--- src/rtl/red_pitaya_pkg.sv ---
// Shared definitions for the slow-analog PWM path: default widths, duty type
// and the signed-to-offset-binary conversion used on the DSP routing data.
package red_pitaya_pkg;

   localparam int unsigned PWM_DAT_BITS    = 14;
   localparam int unsigned PWM_CCW_BITS    = 8;
   localparam int unsigned PWM_DITHER_BITS = 6;

   // Duty in high cycles per period, 0 .. 2**PWM_CCW_BITS inclusive.
   typedef logic [PWM_CCW_BITS:0] pwm_duty_t;

   // 2**13: adding it to a 14-bit two's-complement value is an MSB flip.
   localparam logic [PWM_DAT_BITS-1:0] PWM_OFFSET = 14'h2000;

   // Signed two's-complement sample to unsigned offset binary.
   function automatic logic [PWM_DAT_BITS-1:0] pwm_offset_conv(input logic [PWM_DAT_BITS-1:0] dat);
      return dat ^ PWM_OFFSET;
   endfunction

endpackage

--- src/rtl/red_pitaya_pwm_sd_acc.sv ---
// First-order sigma-delta accumulator for the PWM dither LSBs.
// carry is the overflow of acc + lo and is meaningful in the load cycle.
module red_pitaya_pwm_sd_acc
   import red_pitaya_pkg::*;
#(
   parameter int unsigned W = PWM_DITHER_BITS
) (
   input  logic         clk_i,
   input  logic         rstn_i,
   input  logic [W-1:0] lo,
   input  logic         load,
   input  logic         clear,
   output logic         carry
);

   logic [W-1:0] acc_r;
   logic [W:0]   sum_s;

   // Full-width sum; the top bit is the carry that bumps the duty by one.
   always_comb begin
      sum_s = {1'b0, acc_r} + {1'b0, lo};
      carry = sum_s[W];
   end

   // Accumulator wraps modulo 2**W; clear has priority over load.
   always_ff @(posedge clk_i or negedge rstn_i) begin
      if (!rstn_i) begin
         acc_r <= {W{1'b0}};
      end else if (clear) begin
         acc_r <= {W{1'b0}};
      end else if (load) begin
         acc_r <= sum_s[W-1:0];
      end else begin
         acc_r <= acc_r;
      end
   end

endmodule

--- src/rtl/red_pitaya_pwm_sd.sv ---
// Sigma-delta dithered PWM for one slow analog output. An 8-bit PWM period
// carries the 8 MSBs of the offset sample; the 6 LSBs are spread over 64
// periods by a first-order accumulator, giving 14-bit average resolution.
module red_pitaya_pwm_sd
   import red_pitaya_pkg::*;
#(
   parameter int unsigned CCW_BITS    = PWM_CCW_BITS,
   parameter int unsigned DITHER_BITS = PWM_DITHER_BITS
) (
   input  logic                          clk_i,
   input  logic                          rstn_i,
   input  logic [PWM_DAT_BITS-1:0]       dat_i,
   input  logic                          en_i,
   output logic                          pwm_o,
   output logic                          period_o,
   output logic [CCW_BITS:0]             duty_o
);

   localparam logic [CCW_BITS-1:0] CNT_MAX = {CCW_BITS{1'b1}};

   logic [CCW_BITS-1:0]     cnt_r;
   logic [CCW_BITS-1:0]     cnt_next_s;
   logic [CCW_BITS:0]       duty_r;
   logic [CCW_BITS:0]       duty_next_s;
   logic                    en_q_r;
   logic                    en_next_s;
   logic                    pwm_r;
   logic                    pwm_next_s;
   logic                    period_r;
   logic                    boundary_s;
   logic [PWM_DAT_BITS-1:0] u_s;
   logic [CCW_BITS-1:0]     hi_s;
   logic [DITHER_BITS-1:0]  lo_s;
   logic                    carry_s;

   assign u_s  = pwm_offset_conv(dat_i);
   assign hi_s = u_s[PWM_DAT_BITS-1:DITHER_BITS];
   assign lo_s = u_s[DITHER_BITS-1:0];

   assign boundary_s = (cnt_r == CNT_MAX);
   assign cnt_next_s = cnt_r + {{(CCW_BITS-1){1'b0}}, 1'b1};

   red_pitaya_pwm_sd_acc #(
      .W (DITHER_BITS)
   ) u_acc (
      .clk_i  (clk_i),
      .rstn_i (rstn_i),
      .lo     (lo_s),
      .load   (boundary_s & en_i),
      .clear  (~en_i),
      .carry  (carry_s)
   );

   // Next enable/duty state: disable acts immediately and wins over a boundary;
   // enable and new data only take effect at a period boundary.
   always_comb begin
      en_next_s   = en_q_r;
      duty_next_s = duty_r;
      if (!en_i) begin
         en_next_s   = 1'b0;
         duty_next_s = {(CCW_BITS+1){1'b0}};
      end else if (boundary_s) begin
         en_next_s   = 1'b1;
         duty_next_s = {1'b0, hi_s} + {{CCW_BITS{1'b0}}, carry_s};
      end else begin
         en_next_s   = en_q_r;
         duty_next_s = duty_r;
      end
      pwm_next_s = en_next_s && ({1'b0, cnt_next_s} < duty_next_s);
   end

   // Period counter, sample registers and registered outputs.
   always_ff @(posedge clk_i or negedge rstn_i) begin
      if (!rstn_i) begin
         cnt_r    <= {CCW_BITS{1'b0}};
         duty_r   <= {(CCW_BITS+1){1'b0}};
         en_q_r   <= 1'b0;
         pwm_r    <= 1'b0;
         period_r <= 1'b0;
      end else begin
         cnt_r    <= cnt_next_s;
         duty_r   <= duty_next_s;
         en_q_r   <= en_next_s;
         pwm_r    <= pwm_next_s;
         period_r <= (cnt_next_s == CNT_MAX);
      end
   end

   assign pwm_o    = pwm_r;
   assign period_o = period_r;
   assign duty_o   = duty_r;

endmodule

--- config.mk ---
export PLATFORM = sky130hd
export DESIGN_NAME = red_pitaya_pwm_sd
export DESIGN_NICKNAME = d
export VERILOG_FILES = /design/src/rtl/red_pitaya_pkg.sv /design/src/rtl/red_pitaya_pwm_sd_acc.sv /design/src/rtl/red_pitaya_pwm_sd.sv
export SDC_FILE = /design/constraint.sdc
export NUM_CORES = 1
export LEC_CHECK = 0
export CELL_PAD_IN_SITES_DETAIL_PLACEMENT = 1
export CELL_PAD_IN_SITES_GLOBAL_PLACEMENT = 1
export CORE_MARGIN = 5
export CORE_UTILIZATION = 36
export DETAILED_ROUTE_END_ITERATION = 8
export GPL_TIMING_DRIVEN = 0
export PLACE_DENSITY = 0.79
export SETUP_SLACK_MARGIN = 0.3
export SLEW_MARGIN = 20
export SYNTH_ARGS = -nofsm -noshare
export SYNTH_HDL_FRONTEND = slang
export SYNTH_SLANG_ARGS = --single-unit
--- constraint.sdc ---
create_clock -name clk_i -period 3 [get_ports clk_i]
set_input_delay 0.3 -clock clk_i [delete_from_list [all_inputs] [get_ports clk_i]]
set_output_delay 0.3 -clock clk_i [all_outputs]
set_load 0.05 [all_outputs]
* Word level (Yosys, flattened, before mapping)
Index checks and enable logic that the tools add are counted.
** Operators by class
- Add/subtract/negate cells :: 3
- Order comparisons :: 1
- Equal/unequal tests :: 3
- Muxes and demuxes :: 6
- Bitwise logic cells :: 2
- Reduce and logical (&&, ||, !) cells :: 1
** Operator list (count)
- 9-bit two-way mux :: 2
- 8-bit == test, second input constant :: 2
- 6-bit two-way mux :: 2
- 8-bit by 1-bit adder with 9-bit output :: 1
- 8-bit by 9-bit < comparator with 1-bit output :: 1
- 8-bit by 1-bit adder with 8-bit output, second input constant :: 1
- 6-bit by 6-bit adder with 7-bit output :: 1
- 1-bit two-way mux :: 2
- 2-bit by 1-bit inequality test with 1-bit output, second input constant :: 1
- 1-bit AND :: 1
- 1-bit logical AND :: 1
- 1-bit inverter :: 1
** Word-level totals
- Flip-flop bits (word level) :: 26
- Bits of input ports :: 17
- Output and inout bits :: 11
- Word-level logic and storage cells :: 22

* Depth between registers and ports, before layout
Gate-level depths: netlist of the first run.
- Word-level depth :: 6
- Depth in mapped cells :: 20
- Gate-level depth less buffers :: 20

* Hierarchy
Synthesis of the first run repeated with hierarchy kept, for this count alone.
** Second synthesis, totals
- Cells, all modules :: 170
- Area, all modules :: 1701.6 um^2
** Modules (own cells, without submodules)
- red_pitaya_pwm_sd :: instances 1, cells each 121, area an instance 1239.9 um^2, seq. area each 500.5 um^2
- red_pitaya_pwm_sd_acc :: instances 1, cells each 49, area an instance 461.7 um^2, seq. area each 150.1 um^2

* Worst setup path before layout of the first run
OpenSTA, ideal clock, no wires.
- Path type :: register to register
- Start point :: register u_acc.acc_r[0]
- End point :: register pwm_r, in the netlist pwm_o
- Arrival time :: 3.203 ns
- Data required time :: 2.934 ns
- Setup slack :: -0.269 ns
- Cell stages (with the launch flop) :: 21
- Path buffers :: 0
- Period minus slack after synthesis :: 3.269 ns
- Cell sequence :: dfrtp_1 > ha_1 > inv_1 > fa_1 > nor2b_1 > o21a_1 > o21ai_0 > nand2_1 > a21o_1 > ha_1 > ha_1 > xnor2_1 > nand2_1 > o21ai_0 > nand2b_1 > ha_1 > a21o_1 > a21o_1 > a21oi_1 > o21a_1 > o311a_1
** On the way
- Cells in the longest elaborated chain, start to end :: 6
** Ends and longest elaborated chain
- start, declared :: RTL line red_pitaya_pwm_sd_acc.sv:16 : logic [W-1:0] acc_r;
- start signal, assigned :: RTL line red_pitaya_pwm_sd_acc.sv:28 : acc_r <= {W{1'b0}};
- start signal, assigned :: RTL line red_pitaya_pwm_sd_acc.sv:30 : acc_r <= {W{1'b0}};
- start signal, assigned :: RTL line red_pitaya_pwm_sd_acc.sv:32 : acc_r <= sum_s[W-1:0];
- 6-bit by 6-bit adder with 7-bit output :: RTL line red_pitaya_pwm_sd_acc.sv:21 : sum_s = {1'b0, acc_r} + {1'b0, lo};
- 8-bit by 1-bit adder with 9-bit output :: RTL line red_pitaya_pwm_sd.sv:64 : duty_next_s = {1'b0, hi_s} + {{CCW_BITS{1'b0}}, carry_s};
- 9-bit two-way mux :: RTL line red_pitaya_pwm_sd.sv:62 : end else if (boundary_s) begin
- 9-bit two-way mux :: RTL line red_pitaya_pwm_sd.sv:59 : if (!en_i) begin
- 8-bit by 9-bit < comparator with 1-bit output :: RTL line red_pitaya_pwm_sd.sv:69 : pwm_next_s = en_next_s && ({1'b0, cnt_next_s} < duty_next_s);
- 1-bit logical AND :: RTL line red_pitaya_pwm_sd.sv:69
- net pwm_next_s :: RTL line red_pitaya_pwm_sd.sv:28 : logic pwm_next_s;
- end signal, assigned :: RTL line red_pitaya_pwm_sd.sv:84 : pwm_r <= pwm_next_s;
- end, declared :: RTL line red_pitaya_pwm_sd.sv:27 : logic pwm_r;
The timed path passes the listed nets, and every way through them passes these cells.
A chain may end at the register's enable or synchronous reset.

* Final worst setup path of the first run
Same ends and word-level chain as after synthesis.

==> results by group, run 1 <==
Run status
  – Status: finished, violations left
  – Failing checks: setup timing

Detailed routing
  – WL final: 4.45 mm
  – Vias per cell: approximately 5.4
  – Detailed-route via count: 1359
  – DRC Markers: 0
  – WL/cell: about 18 µm
  – Drt pass-1 iters: 4
  – Antenna Nets Post-Route: 0
  – Iteration-0 DRC count of the detailed router: 34

Clock tree
  – CTS Sinks: 26
  – CTS tree: done
  – Num CTS Buffers: 3
  – CTS clk-pin slew, worst paths: 0.09 ns
  – Clk_lat worst skew: 0.28 ns
  – H-tree depth: 1
  – Root buffer cell: clkbuf_8
  – Clk buf depth: 2

Critical path
  – Path depth of the worst reg2reg path: 20
  – Critical Path RT: 3.21 ns
  – CP startpoint kind: flop
  – Reg2reg end: pwm_o
  – Critical Path AT: 3.62 ns
  – CP Max Fanout: 2
  – Critical path type: flop to flop
  – R2r setup slk: -0.41 ns
  – Reg-to-Reg Start: u_acc.acc_r[0]
  – CP endpoint kind: flop

Synth
  – Post-synth EDFFs: 0
  – Commonest cells in the netlist: dfrtp_1 (26), nand2_1 (24), ha_1 (17)
  – Syn nets: between 150 and 200
  – Syn Area/Cell: 9.97 µm²
  – Largest family of logic cells by synthesized area: simple AND/OR/NAND/NOR gates
  – Mux contribution to synthesized area: 0.0320
  – Ys async rst share: 1.00
  – Mapped Cells: ~160
  – Area contributors post-synth: dfrtp_1 (41%), ha_1 (13%), nand2_1 (5.6%), xnor2_1 (3.8%), xor2_1 (3.3%)
  – Post-Synth Adder-Cell Area: 0.145
  – Synthesized flop and latch total: 26
  – Leading area contributor after synthesis: dfrtp_1
  – Mapped Area: around 0.0016 mm²
  – Seq/Total Area, Yosys: 0.405
  – Synth Area in Compound Gates: 0.128
  – Top-area cell type share of the netlist area: 0.405
  – Most frequent cell after synthesis: dfrtp_1
  – Synth warn: 0
  – Main synth FF type: dfrtp_1
  – Simple logic cell fraction of the synthesized area: 0.182
  – Xor and xnor area share after synthesis: 0.0709
  – Post-synthesis cell type count: 34

Floorplan
  – DIE AREA: ~0.006 mm²
  – I/O pin cnt: 28
  – Row count: 24
  – Die Ht: 76.8 µm
  – Initial core utilization: 0.369
  – Chip width: 76.8 µm
  – Core Footprint: roughly 0.0044 mm²

Min path
  – Hold Crit Class: input pin to asynchronous set/reset pin

Pwr
  – Flop pwr share: 0.546
  – Sw Ratio: 0.228
  – Switch Pwr: 0.146 mW
  – Int Power: slightly below 0.5 mW
  – Static leakage: 0.963 nW
  – Combinational Power Share: 0.087
  – Clk pwr share: 0.368
  – Worst vdd rail ir drop: 183 µV
  – Pwr per Cell Area: roughly 300 mW/mm²

Global routing
  – GR Overflow Total: 0
  – Initial antenna violation count: 0
  – Largest net degree at the start of global routing: 27
  – First-pass GRT wire length: 7.66 mm
  – Total GRT Usage: 0.158
  – Vias in the first global route: 1575

Place
  – GPL Wtd Cong: 0.791
  – Post-DP HPWL: ~3.4 mm
  – Port bufs: 27
  – Dpl ws: -1.02 ns

Cells and area
  – Layout cells sized above 1: 0.173
  – ANT cells: 0
  – Area grow syn2layout: 33.7%
  – Post-layout util: 0.493
  – Final #Nets: 238

Timing
  – Min Tclk post-route: ~3.4 ns
  – Slew margin rel.: 0.606
  – Max Fclk: 0.294 GHz
  – Final WS setup: -0.407 ns
  – RSZ-0062 raised after global routing: true
  – Hold Fails Final Rpt: 0
  – Tcrit/Tclk final: 1.14
  – Layout Skew: 0.00136 ns
  – Worst Tran Pin Value: 0.591 ns
  – Fin. max-slew vios: 0
  – Setup Viol. Count Final: 1

Flow run
  – Max Cap Violations: 0
critical path: stages, from the launching register on:
cell and delay (ns):
dfrtp_1 0.39, ha_2 0.20, inv_2 0.06, fa_2 0.22, nor2b_2 0.05, o21a_1 0.19
o21ai_2 0.13, nand2_1 0.06, a21o_1 0.18, ha_4 0.18, ha_4 0.17, xnor2_1 0.12
nand2_1 0.09, o21ai_2 0.06, nand2b_1 0.14, ha_1 0.30, a21o_1 0.16, a21o_1 0.18
a21oi_2 0.14, o21a_1 0.14, o311a_1 0.16
routing by layer:
layer / share of wire / GRT usage
met5: 0 / 0
met4: 0.012 / 0.0402
met3: 0.032 / 0.0304
met1: 0.42 / 0.189
met2: 0.53 / 0.285
metrics by stage:
| step | setup TNS, ns | cells | instance area (µm²) | total power [mW] | hold slack [ns] |
|---|---|---|---|---|---|
| CTS | -0.415 | 252 | 2120 | 0.646 | 0.0492 |
| detailed placement | -2.22 | 240 | 1950 | 0.412 | 0.356 |
| floorplan | -0.129 | 161 | 1620 | 0.374 | 0.00441 |
| global placement | -1.21 | 240 | 1950 | 0.409 | 0.472 |
| finish | -0.407 | 254 | 2150 | 0.642 | 0.0107 |
| global route | -0.571 | 254 | 2150 | 0.673 | 0.0654 |
power by group through the flow:
stage / combinational (mW) / clock (mW) / sequential [mW]
5_1_grt: 0.0623 / 0.261 / 0.350
3_3_place_gp: 0.0523 / 0 / 0.357
2_1_floorplan: 0.0169 / 0 / 0.357
3_5_place_dp: 0.0544 / 0 / 0.357
4_1_cts: 0.0572 / 0.238 / 0.350
6_report: 0.0557 / 0.236 / 0.350
final cells by class:
cell class | instances | area, µm²
fill | 495 | 2210
multi-input combinational | 121 | 973
sequential | 26 | 651
timing repair buffer | 37 | 342
tap | 52 | 65.1
clock buffer | 4 | 55.1
inverter | 10 | 37.5
buffer | 4 | 22.5
flip-flops by register name, summed over array words and instances (netlist names):
name and flops:
period_o 1, pwm_o 1, en_q_r 1, duty_o 9
cnt_r 8, u_acc.acc_r 6
worst max path at each step:
stage,from,end,slack [ns]
after floorplan,u_acc.acc_r[0],pwm_o,-0.13
after global placement,dat_i[0],pwm_o,-0.85
after detailed placement,dat_i[0],pwm_o,-1.02
after CTS,u_acc.acc_r[0],pwm_o,-0.42
after global routing,u_acc.acc_r[0],pwm_o,-0.57
final,u_acc.acc_r[0],pwm_o,-0.41
timing repair:
action / 4_1_cts / 5_1_grt
hold buffers: 0 / 0
resized for setup: 13 / 3
pin swaps: 12 / 9
buffers inserted: 8 / 2
setup endpoints to repair: 7 / 4
layout by cell type, fill, tap and decap left out, types with 3 or more instances in the layout:
cell / instances
a21boi_0: 5
a21o_1: 5
buf_4: 11
clkbuf_8: 4
clkdlybuf4s50_1: 24
dfrtp_1: 26
ha_1: 13
ha_4: 3
inv_1: 7
inv_2: 3
mux2i_1: 4
nand2_1: 24
nand3_1: 6
nand4_1: 3
nor2_1: 3
nor2b_1: 3
o211ai_1: 3
o21a_1: 3
o21ai_0: 4
xnor2_1: 7
xor2_1: 6
cells by family (layout without fill, tap and decap cells):
family          Yosys count  after routing
simple gates             56             56
compound gates           29             29
flops                    26             26
fa+ha+maj                18             18
buf+inv                  14             55
xor+xnor                 13             13
mux                       5              5
Power figures use the tool's default switching activity.
==> run 2: changes to the inputs <==
--- a/config.mk
+++ b/config.mk
@@ -12,5 +12,5 @@
 export DETAILED_ROUTE_END_ITERATION = 8
 export GPL_TIMING_DRIVEN = 0
-export PLACE_DENSITY = 0.79
+export PLACE_DENSITY = 0.8
 export SETUP_SLACK_MARGIN = 0.3
 export SLEW_MARGIN = 20
==> constraint.sdc (replaced) <==
create_clock -name clk_i -period 3 [get_ports clk_i]
set_input_delay 0.6 -clock clk_i [delete_from_list [all_inputs] [get_ports clk_i]]
set_output_delay 0.6 -clock clk_i [all_outputs]
set_load 0.05 [all_outputs]
==> run 2 against run 1 <==
The flow still finishes with violations (setup timing). Global-route usage increased by 0.86 points. Highest routed layer unchanged. Final cell count unchanged. Via count is 0.88% higher. Final area is 4.8% higher. Worst setup slack got worse by 0.098 ns.
==> results by group, run 2 (synthesis gave the netlist of run 1 again) <==
Critical path
  – CP startpoint kind: flop
  – Reg-to-Reg Start: u_acc.acc_r[0]
  – Critical Path AT: about 3.7 ns
  – Cell family with most CP delay: compound AO/OA/AOI/OAI gates
  – CP startpoint: u_acc.acc_r[0]
  – CP endpoint kind: flop
  – Most used cell, CP: ha_4
  – Crit path max-delay cell type: dfrtp_1
  – Crit-path cells: ha_4 -> inv_2 -> fa_2 -> nor2b_1 -> o21a_1 -> o21ai_2 -> nand2_1 -> a21o_1 -> ha_4 -> ha_4 -> xnor2_2 -> nand2_1 -> o21ai_2 -> nand2b_4 -> ha_4 -> a21o_1 -> a21o_1 -> a21oi_2 -> o21a_1 -> o311a_1
  – Critical Path RT: ~3.2 ns
  – CP Max Fanout: 2
  – R2r setup slk: -0.50 ns
  – Slowest stage delay, CP: 0.43 ns
  – Critical path type: flop to flop
  – Crit path buffers/inverters: 1

Timing
  – Layout Skew: 0.00252 ns
  – Min Tclk post-route: 3.50 ns
  – Worst Tran Pin Value: slightly above 0.6 ns
  – Worst hold slack: 0.327 ns
  – Hold Fails Final Rpt: 0
  – Max Fclk: 0.285 GHz
  – RSZ-0062 raised after global routing: true
  – Setup Viol. Count Final: 1
  – Post-route setup TNS: -0.505 ns
  – Fin. max-slew vios: 0
  – Final WS setup: -0.505 ns
  – Slew margin rel.: 0.586
  – Tcrit/Tclk final: 1.17

Detailed routing
  – Drt pass-1 iters: 4
  – Iteration-0 DRC count of the detailed router: 34
  – WL final: 4.92 mm
  – WL/cell: 19.4 µm
  – DRC Markers: 0
  – Antenna Nets Post-Route: 0
  – Vias per cell: 5.40
  – Detailed-route via count: 1371

Pwr
  – Int Power: 0.558 mW
  – Sw Ratio: 0.214
  – Clk pwr share: 0.419
  – Pwr Total: 0.710 mW
  – Static leakage: around 1.0 nW
  – Combinational Power Share: 0.087
  – Worst vdd rail ir drop: 283 µV
  – Pwr per Cell Area: 316 mW/mm²
  – Switch Pwr: roughly 0.15 mW
  – Flop pwr share: 0.493

Clock tree
  – Num CTS Buffers: 3
  – Root buffer cell: clkbuf_8
  – CTS tree: done
  – Clk buf depth: 2
  – CTS clk-pin slew, worst paths: roughly 0.10 ns
  – Clk_lat worst skew: between 0.2 and 0.3 ns
  – CTS Sinks: 26
  – H-tree depth: 1

Floorplan
  – I/O pin cnt: 28
  – DIE AREA: 0.00589 mm²
  – Core Footprint: 0.00435 mm²
  – Initial core utilization: 0.369
  – Row count: 24
  – Die Ht: 76.8 µm
  – Chip width: roughly 77 µm

Cells and area
  – Most common cell after layout, fill and taps aside: dfrtp_1
  – Filler cells: 475
  – Multi-input logic area: ~0.0011 mm²
  – Most frequent cells in the layout: dfrtp_1 (26), nand2_1 (24), clkdlybuf4s50_1 (22)
  – Sequential Area: 651 µm²
  – Post-layout util: 0.517
  – Largest register FFs: 9
  – Layout cells sized above 1: 0.218
  – Final #Nets: 238
  – ANT cells: 0
  – Area grow syn2layout: 40.1%

Place
  – Dpl ws: -1.23 ns
  – Port bufs: 27
  – GPL Wtd Cong: 0.791
  – Post-DP HPWL: ~3.4 mm

Run status
  – Status: finished, violations left
  – Failing checks: setup timing

Global routing
  – Vias in the first global route: 1583
  – Largest net degree at the start of global routing: 27
  – Total GRT Usage: 0.166
  – First-pass GRT wire length: between 8 and 9 mm
  – Initial antenna violation count: 0
  – GR Overflow Total: 0

Min path
  – Hold Crit Class: input pin to asynchronous set/reset pin

Flow run
  – Max Cap Violations: 0
[run 2: changes by cell type in the layout (fill, tap and decap cells not counted), sizes merged]
cell	change
clkdlybuf4s15	+2
clkdlybuf4s50	-2
buf	+1
bufinv	+1
clkbuf	-1
dlygate4sd2	-1
[run 2: metal layers]
layer	global-route usage	up-vias	routed length (µm)
li1	-	641	-
met1	0.196	700	2050
met2	0.312	24	2690
met3	0.0363	6	146
met4	0.0210	0	42
met5	0	-	0
[run 2: worst register-to-register path, stage by stage (launching register included)]
cell,delay [ns]
dfrtp_1,0.43
ha_4,0.18
inv_2,0.04
fa_2,0.19
nor2b_1,0.05
o21a_1,0.21
o21ai_2,0.17
nand2_1,0.07
a21o_1,0.18
ha_4,0.19
ha_4,0.18
xnor2_2,0.12
nand2_1,0.09
o21ai_2,0.06
nand2b_4,0.14
ha_4,0.28
a21o_1,0.12
a21o_1,0.14
a21oi_2,0.06
o21a_1,0.12
o311a_1,0.36
[run 2: path summary, 6_finish.rpt]
path,depth (start not counted),to
max in group asynchronous,1,duty_o[0]
setup reg to reg,20,pwm_o
setup / recovery,20,pwm_o
hold / removal,1,u_acc.acc_r[2]
hold reg to reg,1,en_q_r
min in group clk_i,1,en_q_r
[run 2: timing repair]
action                                  4_1_cts  5_1_grt
buffers inserted                              5        5
resized for setup                            18       14
hold buffers                                  0        0
endpoints found under the setup margin        9        5
cloned                                        0        0
pin swaps                                    14       16
[run 2: power by group through the flow]
stage / sequential (mW) / clock, mW / combinational, mW
finish: 0.350 / 0.298 / 0.0621
global route: 0.350 / 0.320 / 0.0684
CTS: 0.350 / 0.306 / 0.0591
detailed placement: 0.357 / 0 / 0.0569
global placement: 0.357 / 0 / 0.0543
floorplan: 0.357 / 0 / 0.0178
[run 2: cell type report]
type	count	share of cell area
multi-input cells	121	0.470
flip-flops and latches	26	0.289
repair buffers	37	0.154
well taps	52	0.0289
clock buffers	3	0.0184
inverters	10	0.0167
clock inverters	1	0.0133
plain buffers	4	0.0100
[run 2: through the flow]
step           std cells  area [µm²]
2_1_floorplan        161        1660
3_3_place_gp         240        1990
3_5_place_dp         240        1990
4_1_cts              249        2160
5_1_grt              254        2250
6_report             254        2250
==> run 3: changes to the inputs <==
- CAP_MARGIN: not set -> 10
- SETUP_SLACK_MARGIN: 0.3 -> 0.4
==> run 3 against run 2 <==
Sequential share of layout area rose by 0.39 points. Final cell count did not move. Non-clock buffer count did not move. Die area did not move. Utilization fell by 0.69 points. The run still ends with setup timing left. Sequential cell count did not move. Count of clock-buffer cells in the layout did not move. Largest cell class unchanged. Critical endpoint unchanged. Clock skew fell by 0.00079 ns. Combinational power fell by 2%.
==> results by group, run 3 (synthesis gave the netlist of run 1 again) <==
Run status
  – Status: finished, violations left
  – Failing checks: setup timing

Critical path
  – Reg-to-Reg Start: u_acc.acc_r[0]
  – CP endpoint: pwm_o
  – Path depth of the worst reg2reg path: 20
  – CP Max Fanout: 2
  – R2r setup slk: -0.33 ns
  – Critical Path RT: 3.16 ns
  – Most used cell, CP: ha_4
  – Cell family with most CP delay: compound AO/OA/AOI/OAI gates
  – Crit path buffers/inverters: 1
  – Slowest stage delay, CP: 0.42 ns
  – Critical path type: flop to flop
  – CP endpoint kind: flop
  – CP startpoint: u_acc.acc_r[0]
  – Critical Path AT: 3.50 ns
  – CP startpoint kind: flop
  – Crit path max-delay cell type: dfrtp_1
  – Crit-path cells: ha_4 -> inv_2 -> fa_2 -> nor2b_1 -> o21a_1 -> o21ai_2 -> nand2_1 -> a21o_1 -> ha_4 -> ha_4 -> xnor2_1 -> nand2_1 -> o21ai_2 -> nand2b_4 -> ha_4 -> a21o_1 -> a21o_1 -> a21oi_1 -> o21a_1 -> o311a_1
  – Crit path depth: 20
  – Reg2reg end: pwm_o

Global routing
  – Vias in the first global route: between 1500 and 2000
  – First-pass GRT wire length: around 7.4 mm
  – GR peak layer: met2
  – GR Layer Usage met3: 0.0293
  – Total GRT Usage: 0.153
  – GR Overflow Total: 0
  – Met2 usage: 0.295
  – GR Util met1: 0.172
  – Initial antenna violation count: 0
  – Largest net degree at the start of global routing: 27

Clock tree
  – H-tree depth: 1
  – CTS tree: done
  – Num CTS Buffers: 3
  – Clk buf depth: 2
  – Clk_lat worst skew: 0.27 ns
  – CTS Sinks: 26
  – # hold bufs at CTS: 0
  – Root buffer cell: clkbuf_8
  – CTS clk-pin slew, worst paths: 0.10 ns

Cells and area
  – Most frequent cells in the layout: dfrtp_1 (26), nand2_1 (24), clkdlybuf4s50_1 (22)
  – Most common cell after layout, fill and taps aside: dfrtp_1
  – Largest register FFs: 9
  – Layout cells sized above 1: 0.208
  – Final #Nets: 238
  – Fin cells: around 250
  – Filler cells: 479
  – ANT cells: 0
  – Area grow syn2layout: 38.3%

Pwr
  – Static leakage: 0.990 nW
  – Worst vdd rail ir drop: roughly 200 µV
  – Pwr per Cell Area: 320 mW/mm²

Timing
  – Setup Viol. Count Final: 1
  – Post-route setup TNS: -0.334 ns
  – RSZ-0062 raised after global routing: true
  – Layout Skew: ~0.0017 ns
  – Hold Fails Final Rpt: 0
  – Final WS setup: -0.334 ns
  – Fin. max-slew vios: 0
  – Tcrit/Tclk final: 1.11
  – Min Tclk post-route: 3.33 ns
  – Slew margin rel.: 0.588
  – Worst Tran Pin Value: 0.618 ns
  – Max Fclk: 0.300 GHz

Detailed routing
  – Iteration-0 DRC count of the detailed router: 48
  – Antenna Nets Post-Route: 0
  – Detailed-route via count: 1349
  – WL/cell: 17.9 µm
  – WL final: 4.55 mm
  – Drt pass-1 iters: 3
  – Vias per cell: between 5 and 6
  – DRC Markers: 0

Floorplan
  – Chip width: around 77 µm
  – Initial core utilization: 0.369
  – Row count: 24
  – I/O pin cnt: 28
  – Die Ht: 76.8 µm
  – DIE AREA: 0.00589 mm²
  – Core Footprint: about 0.0044 mm²

Place
  – GPL Wtd Cong: ~0.86
  – Inst Count DP: 240
  – Port bufs: 27
  – Post-DP HPWL: 3.38 mm

Min path
  – Hold Crit Class: input pin to asynchronous set/reset pin

Flow run
  – Max Cap Violations: 0
==> run 3: through the flow <==
stage / cell area, µm² / hold slack (ns) / utilization / setup slack (ns) / power (mW)
after detailed placement: 1990 / 0.496 / 0.458 / -1.24 / 0.415
after global routing: 2220 / 0.379 / 0.510 / -0.531 / 0.733
after CTS: 2180 / 0.347 / 0.501 / -0.353 / 0.716
after global placement: 2000 / 0.474 / 0.459 / -1.16 / 0.412
after floorplan: 1660 / 0.304 / - / -0.359 / 0.375
final: 2220 / 0.324 / 0.510 / -0.334 / 0.710
==> run 3: timing repair <==
action | in CTS | in global routing
pin swaps | 21 | 7
gates cloned | 0 | 0
endpoints found under the setup margin | 9 | 7
buffers inserted | 7 | 3
gates resized for setup | 19 | 7
==> run 3: layer usage <==
layer / vias up / part of all wire
li1: 644 / -
met1: 683 / 0.42
met2: 18 / 0.54
met3: 4 / 0.031
met4: 0 / 0.0068
met5: - / 0
==> run 3: report_power, final <==
part | total (mW) | internal, mW | switching [mW]
combinational | 0.0607 | 0.0287 | 0.0320
clock | 0.299 | 0.179 | 0.120
sequential | 0.350 | 0.350 | 0.000000000000000145
total | 0.710 | 0.557 | 0.152
==> run 3: worst min path at each step <==
stage	from	endpoint	slack [ns]
floorplan	rstn_i	cnt_r[0]	0.30
global placement	en_q_r	en_q_r	0.47
detailed placement	en_q_r	en_q_r	0.50
CTS	rstn_i	u_acc.acc_r[3]	0.35
global route	rstn_i	u_acc.acc_r[5]	0.38
finish	rstn_i	u_acc.acc_r[4]	0.32
==> run 3: final cells by class <==
class | instances | area (µm²) | share of cell area
buffer | 4 | 22.5 | 0.0101
clock inverter | 1 | 30.0 | 0.0135
inverter | 10 | 37.5 | 0.0169
tap | 52 | 65.1 | 0.0293
sequential | 26 | 651 | 0.293
multi-input combinational | 121 | 1040 | 0.468
timing repair buffer | 37 | 333 | 0.150
clock buffer | 3 | 41.3 | 0.0186
